$ cat src/rtl/fir_io_pkg.sv
// fir_io_pkg: shared widths and serializer state encoding for the fir_core output path
package fir_io_pkg;
  localparam int DATA_W = 16;
  localparam int OUT_W = 8;
  typedef enum logic [1:0] {IDLE, SEND_LO, SEND_HI} ser_state_t;
endpackage

$ cat src/rtl/fir_sample_fifo.sv
// fir_sample_fifo: synchronous register-array FIFO with extra-MSB pointers for full/empty
module fir_sample_fifo #(
  parameter int W = 16,
  parameter int DEPTH = 4
) (
  input  logic                       clk,
  input  logic                       rst,
  input  logic                       push_i,
  input  logic                       pop_i,
  input  logic [W-1:0]               wdat_i,
  output logic [W-1:0]               rdat_o,
  output logic                       full_o,
  output logic                       empty_o,
  output logic [$clog2(DEPTH):0]     lvl_o
);
  localparam int AW = $clog2(DEPTH);
  logic [W-1:0] mem_q [DEPTH];
  logic [AW:0] wr_q, rd_q;
  always_ff @(posedge clk) begin
    if (rst) begin
      wr_q <= '0;
      rd_q <= '0;
    end else begin
      if (push_i) wr_q <= wr_q + 1'b1;
      if (pop_i) rd_q <= rd_q + 1'b1;
    end
  end
  always_ff @(posedge clk) if (push_i) mem_q[wr_q[AW-1:0]] <= wdat_i;
  assign rdat_o = mem_q[rd_q[AW-1:0]];
  assign empty_o = wr_q == rd_q;
  assign full_o = (wr_q[AW] != rd_q[AW]) && (wr_q[AW-1:0] == rd_q[AW-1:0]);
  assign lvl_o = wr_q - rd_q;
endmodule

$ cat src/rtl/fir_out_serializer.sv
// fir_out_serializer: buffers fir_core results and streams each as low then high byte
module fir_out_serializer
  import fir_io_pkg::*;
#(
  parameter int FIFO_DEPTH = 4,
  parameter int CNT_W = 8
) (
  input  logic                          clk,
  input  logic                          rst,
  input  logic [DATA_W-1:0]             y_dat,
  input  logic                          y_vld,
  output logic [OUT_W-1:0]              out_dat,
  output logic                          out_vld,
  input  logic                          out_rdy,
  output logic                          out_hi,
  output logic [$clog2(FIFO_DEPTH):0]   fifo_lvl,
  output logic [CNT_W-1:0]              ovf_cnt
);
  ser_state_t state_q, state_d;
  logic [OUT_W-1:0] dat_q, dat_d, hb_q, hb_d;
  logic vld_q, vld_d, hi_q, hi_d;
  logic [CNT_W-1:0] ovf_q;
  logic [DATA_W-1:0] rdat;
  logic pop, push, drop, full, empty;
  // a pop on the same edge frees the slot the incoming sample needs
  assign push = y_vld & (~full | pop);
  assign drop = y_vld & full & ~pop;
  fir_sample_fifo #(.W(DATA_W), .DEPTH(FIFO_DEPTH)) u_fifo (
    .clk(clk),
    .rst(rst),
    .push_i(push),
    .pop_i(pop),
    .wdat_i(y_dat),
    .rdat_o(rdat),
    .full_o(full),
    .empty_o(empty),
    .lvl_o(fifo_lvl)
  );
  always_comb begin
    state_d = state_q;
    dat_d = dat_q;
    hb_d = hb_q;
    vld_d = vld_q;
    hi_d = hi_q;
    pop = 1'b0;
    unique case (state_q)
      IDLE: pop = ~empty;
      SEND_LO: if (out_rdy) begin
        dat_d = hb_q;
        hi_d = 1'b1;
        state_d = SEND_HI;
      end
      SEND_HI: if (out_rdy) begin
        pop = ~empty;
        vld_d = 1'b0;
        hi_d = 1'b0;
        state_d = IDLE;
      end
      default: state_d = IDLE;
    endcase
    // loading a new sample always starts at its low byte
    if (pop) begin
      dat_d = rdat[OUT_W-1:0];
      hb_d = rdat[DATA_W-1:OUT_W];
      hi_d = 1'b0;
      vld_d = 1'b1;
      state_d = SEND_LO;
    end
  end
  always_ff @(posedge clk) begin
    if (rst) begin
      state_q <= IDLE;
      dat_q <= '0;
      hb_q <= '0;
      vld_q <= 1'b0;
      hi_q <= 1'b0;
      ovf_q <= '0;
    end else begin
      state_q <= state_d;
      dat_q <= dat_d;
      hb_q <= hb_d;
      vld_q <= vld_d;
      hi_q <= hi_d;
      ovf_q <= ovf_q + CNT_W'(drop & ~&ovf_q);
    end
  end
  assign out_dat = dat_q;
  assign out_vld = vld_q;
  assign out_hi = hi_q;
  assign ovf_cnt = ovf_q;
endmodule
$ cat config.mk
export PLATFORM = sky130hd
export DESIGN_NAME = fir_out_serializer
export DESIGN_NICKNAME = d
export VERILOG_FILES = /design/src/rtl/fir_io_pkg.sv /design/src/rtl/fir_sample_fifo.sv /design/src/rtl/fir_out_serializer.sv
export SDC_FILE = /design/constraint.sdc
export NUM_CORES = 1
export LEC_CHECK = 0
export CAP_MARGIN = 5
export CORE_MARGIN = 2
export CORE_UTILIZATION = 30
export CTS_BUF_LIST = sky130_fd_sc_hd__clkbuf_16
export DETAILED_ROUTE_END_ITERATION = 8
export PLACE_DENSITY = 0.45
export SLEW_MARGIN = 10
export SYNTH_ARGS = -nofsm -noshare
export SYNTH_HDL_FRONTEND = slang
export SYNTH_HIERARCHICAL = 1
export SYNTH_SLANG_ARGS = --single-unit
$ cat constraint.sdc
create_clock -name clk -period 3.7 [get_ports clk]
set_input_delay 0.74 -clock clk [delete_from_list [all_inputs] [get_ports clk]]
set_output_delay 0.74 -clock clk [all_outputs]
set_load 0.05 [all_outputs]
==> results.txt <==
CP Capture Type -> output pin
Placed Area -> 4650 um^2
Gate Count Post-Synth -> 270
wire per inst -> 16.2 um
GP Congestion -> 0.758
Rel. slew slack -> 0.381
Clock Latency Late Sink -> 0.35 ns
post-cts resize count -> 0
Worst path slowest cell -> clkdlybuf4s50_1
Overflow after GRT -> 0
Max VDD drop -> 330 uV
vias in the first global route -> 2293
FF/Latch Area -> 2640 um^2
Tmin final -> 3.11 ns
Synthesis Warnings -> 6
XOR/XNOR Fraction of Synth Area -> 0.0150
syn_nets -> 300
setup TNS -> 0 ns
die area -> 14500 um^2
Pre-Repair DR Iteration Count -> 4
leakage power figure -> 1.67 nW
status -> completed
Final HPWL DP -> 5.31 mm
CTS tree -> yes
Critical Path, Cell by Cell -> inv_1 -> ha_1 -> inv_1 -> fa_1 -> xnor2_1 -> clkdlybuf4s50_1
clock-pin slew on the worst setup and hold paths -> 0.07 ns
top_reg_cell synth -> edfxtp_1
most frequent cells in the layout -> edfxtp_1 (64), clkdlybuf4s50_1 (40), dfxtp_1 (36), a21oi_1 (19), inv_1 (13)
vias after detailed routing -> 2283
Fillers -> 1287
Die Wd -> 121 um
worst-path fanout max -> 4
Netlist cell types -> 47
number of synthesized flops with an enable pin -> 64
Final Cell Area -> 4950 um^2
Die Height -> 121 um
final period utilization -> 0.841
Synth Area in Compound Gates -> 0.0832
via density per instance -> 4.60
WP data required -> 2.96 ns
sequential fraction of the synthesis area -> 0.648
Power Dens Cells -> 690 nW/um^2
Synth Area in Simple Gates -> 0.0853
final hold vios -> 0
CORE AREA -> 13200 um^2
routed wire length -> 8.05 mm
r2r setup slk -> 0.84 ns
initial core utilization -> 0.308
largest family of logic cells by synthesized area -> multiplexers
# rows -> 42
Post-Synth Adder-Cell Area -> 0.0325
synthesized area per cell -> 15.1 um^2
clock buffer depth -> 2
wire length of the first global-routing pass -> 12.9 mm
most used cell, CP -> inv_1
DRC -> 0
remaining antenna violation count after routing -> 0
H-tree levels -> 3
IO Count -> 41
async set or reset register ratio after synthesis -> 0
register bit count reported by yosys -> 100
clock skew -> 0.00700 ns
DRT iter0 DRCs -> 105
initial antenna violation count -> 0
Slew @ Worst Pin -> 0.925 ns
Max Cap Violations -> 0
most common cell after layout, fill and taps aside -> edfxtp_1
Setup Buffers After CTS -> 0
total track usage -> 0.122
Nets -> 345
Area growth, synth to finish -> 21.3%
mux cell area share after synthesis -> 0.0988
share of cells above drive strength 1 -> 0.141
unrepaired setup endpoints after global routing -> false
crit start category -> flop
Multi-input gate area -> 1280 um^2
Min-Delay Path Class -> flop to flop
CTS Root Cell -> clkbuf_16
CTS buffer count -> 9
crit path kind -> flop to output pin
Critical Path Max Stage Delay -> 0.81 ns
Mapped Area -> 4080 um^2
Critical Path AT -> 2.37 ns
CTS Hold Bufs -> 0
clock sinks -> 100
Util after Layout -> 0.373
Final Setup Violations -> 0
largest net degree at the start of global routing -> 25
ant diodes -> 0
Pins Over Slew Limit -> 0
fmax -> 321 MHz
port bufs -> 40
==> path summary, 6_finish.rpt <==
check                 startpoint          end  cells past startpoint
setup / recovery  u_fifo/wr_q[0]  fifo_lvl[2]                      6
hold / removal           hb_q[6]      hb_q[6]                      2
setup reg to reg  u_fifo/wr_q[0]   ovf_cnt[6]                     12
hold reg to reg          hb_q[6]      hb_q[6]                      2
==> worst max-delay path: cells and delay by family, from the launching register on <==
kind / cells / cell delay, ns
buffers and inverters: 3 / 0.98
adder cells (fa/ha/maj): 2 / 0.54
flip-flops: 1 / 0.35
XOR/XNOR: 1 / 0.16
==> kinds of logic (layout without fill, tap and decap cells) <==
logic type / Yosys count / in the layout
AO/OA/AOI/OAI: 48 / 48
XOR/XNOR: 7 / 7
adder cells (fa/ha/maj): 10 / 10
buffers and inverters: 26 / 76
flip-flops: 100 / 100
multiplexers: 18 / 18
AND/OR/NAND/NOR: 61 / 61
==> metal layers <==
layer / vias to the layer above / share of wire / track usage / wire (um)
li1: 1108 / - / - / -
met1: 1118 / 0.46 / 0.159 / 3740
met2: 46 / 0.48 / 0.191 / 3830
met3: 11 / 0.042 / 0.0349 / 338
met4: 0 / 0.018 / 0.0480 / 141
met5: - / 0 / 0 / 0
==> power breakdown <==
group | internal, mW | total [mW] | switching (mW)
clock | 0.523 | 0.925 | 0.402
sequential | 1.33 | 1.46 | 0.127
combinational | 0.418 | 1.03 | 0.612
==> per-stage QoR <==
step,worst slack (ns),std cells,power [mW],hold slack (ns)
global placement,0.608,480,2.53,0.470
finish,0.589,496,3.41,0.484
floorplan,1.14,270,2.25,0.459
detailed placement,0.540,480,2.54,0.473
CTS,0.558,496,3.48,0.482
global route,0.495,496,3.60,0.505
==> registers in the layout, indices dropped and copies added (netlist names), named ones only <==
register / cells
hb_q: 8
ovf_cnt: 8
u_fifo/wr_q: 3
out_hi: 1
u_fifo/mem_q: 64
state_q: 2
out_vld: 1
out_dat: 8
u_fifo/rd_q: 3
==> synth_stat cells (all sizes together), types with 2 or more instances <==
| master | count | area [um^2] |
|---|---|---|
| edfxtp | 64 | 1920 |
| dfxtp | 36 | 721 |
| a21oi | 19 | 95.1 |
| mux4 | 16 | 383 |
| o21ai | 14 | 81.3 |
| buf | 13 | 101 |
| nor2 | 13 | 56.3 |
| inv | 12 | 45.0 |
| nand3 | 12 | 60.1 |
| nand2 | 10 | 45.0 |
| ha | 9 | 113 |
| nor2b | 5 | 31.3 |
| o221a | 5 | 56.3 |
| and2 | 4 | 25.0 |
| xnor2 | 4 | 35.0 |
| a311oi | 3 | 45.0 |
| nand3b | 3 | 22.5 |
| nor3 | 3 | 20.0 |
| or3 | 3 | 18.8 |
| xor2 | 3 | 26.3 |
| a211oi | 2 | 20.0 |
| a21bo | 2 | 20.0 |
| mux2i | 2 | 20.0 |
| nand2b | 2 | 12.5 |
| nand4 | 2 | 18.8 |
==> final cells by class <==
| class | count | share of cell area |
|---|---|---|
| clock buffer | 9 | 0.0455 |
| clock inverter | 7 | 0.0139 |
| inverter | 12 | 0.00911 |
| multi-input combinational | 144 | 0.260 |
| sequential | 100 | 0.534 |
| tap | 176 | 0.0445 |
| timing repair buffer | 48 | 0.0931 |
(Power assumes the default switching activity.)
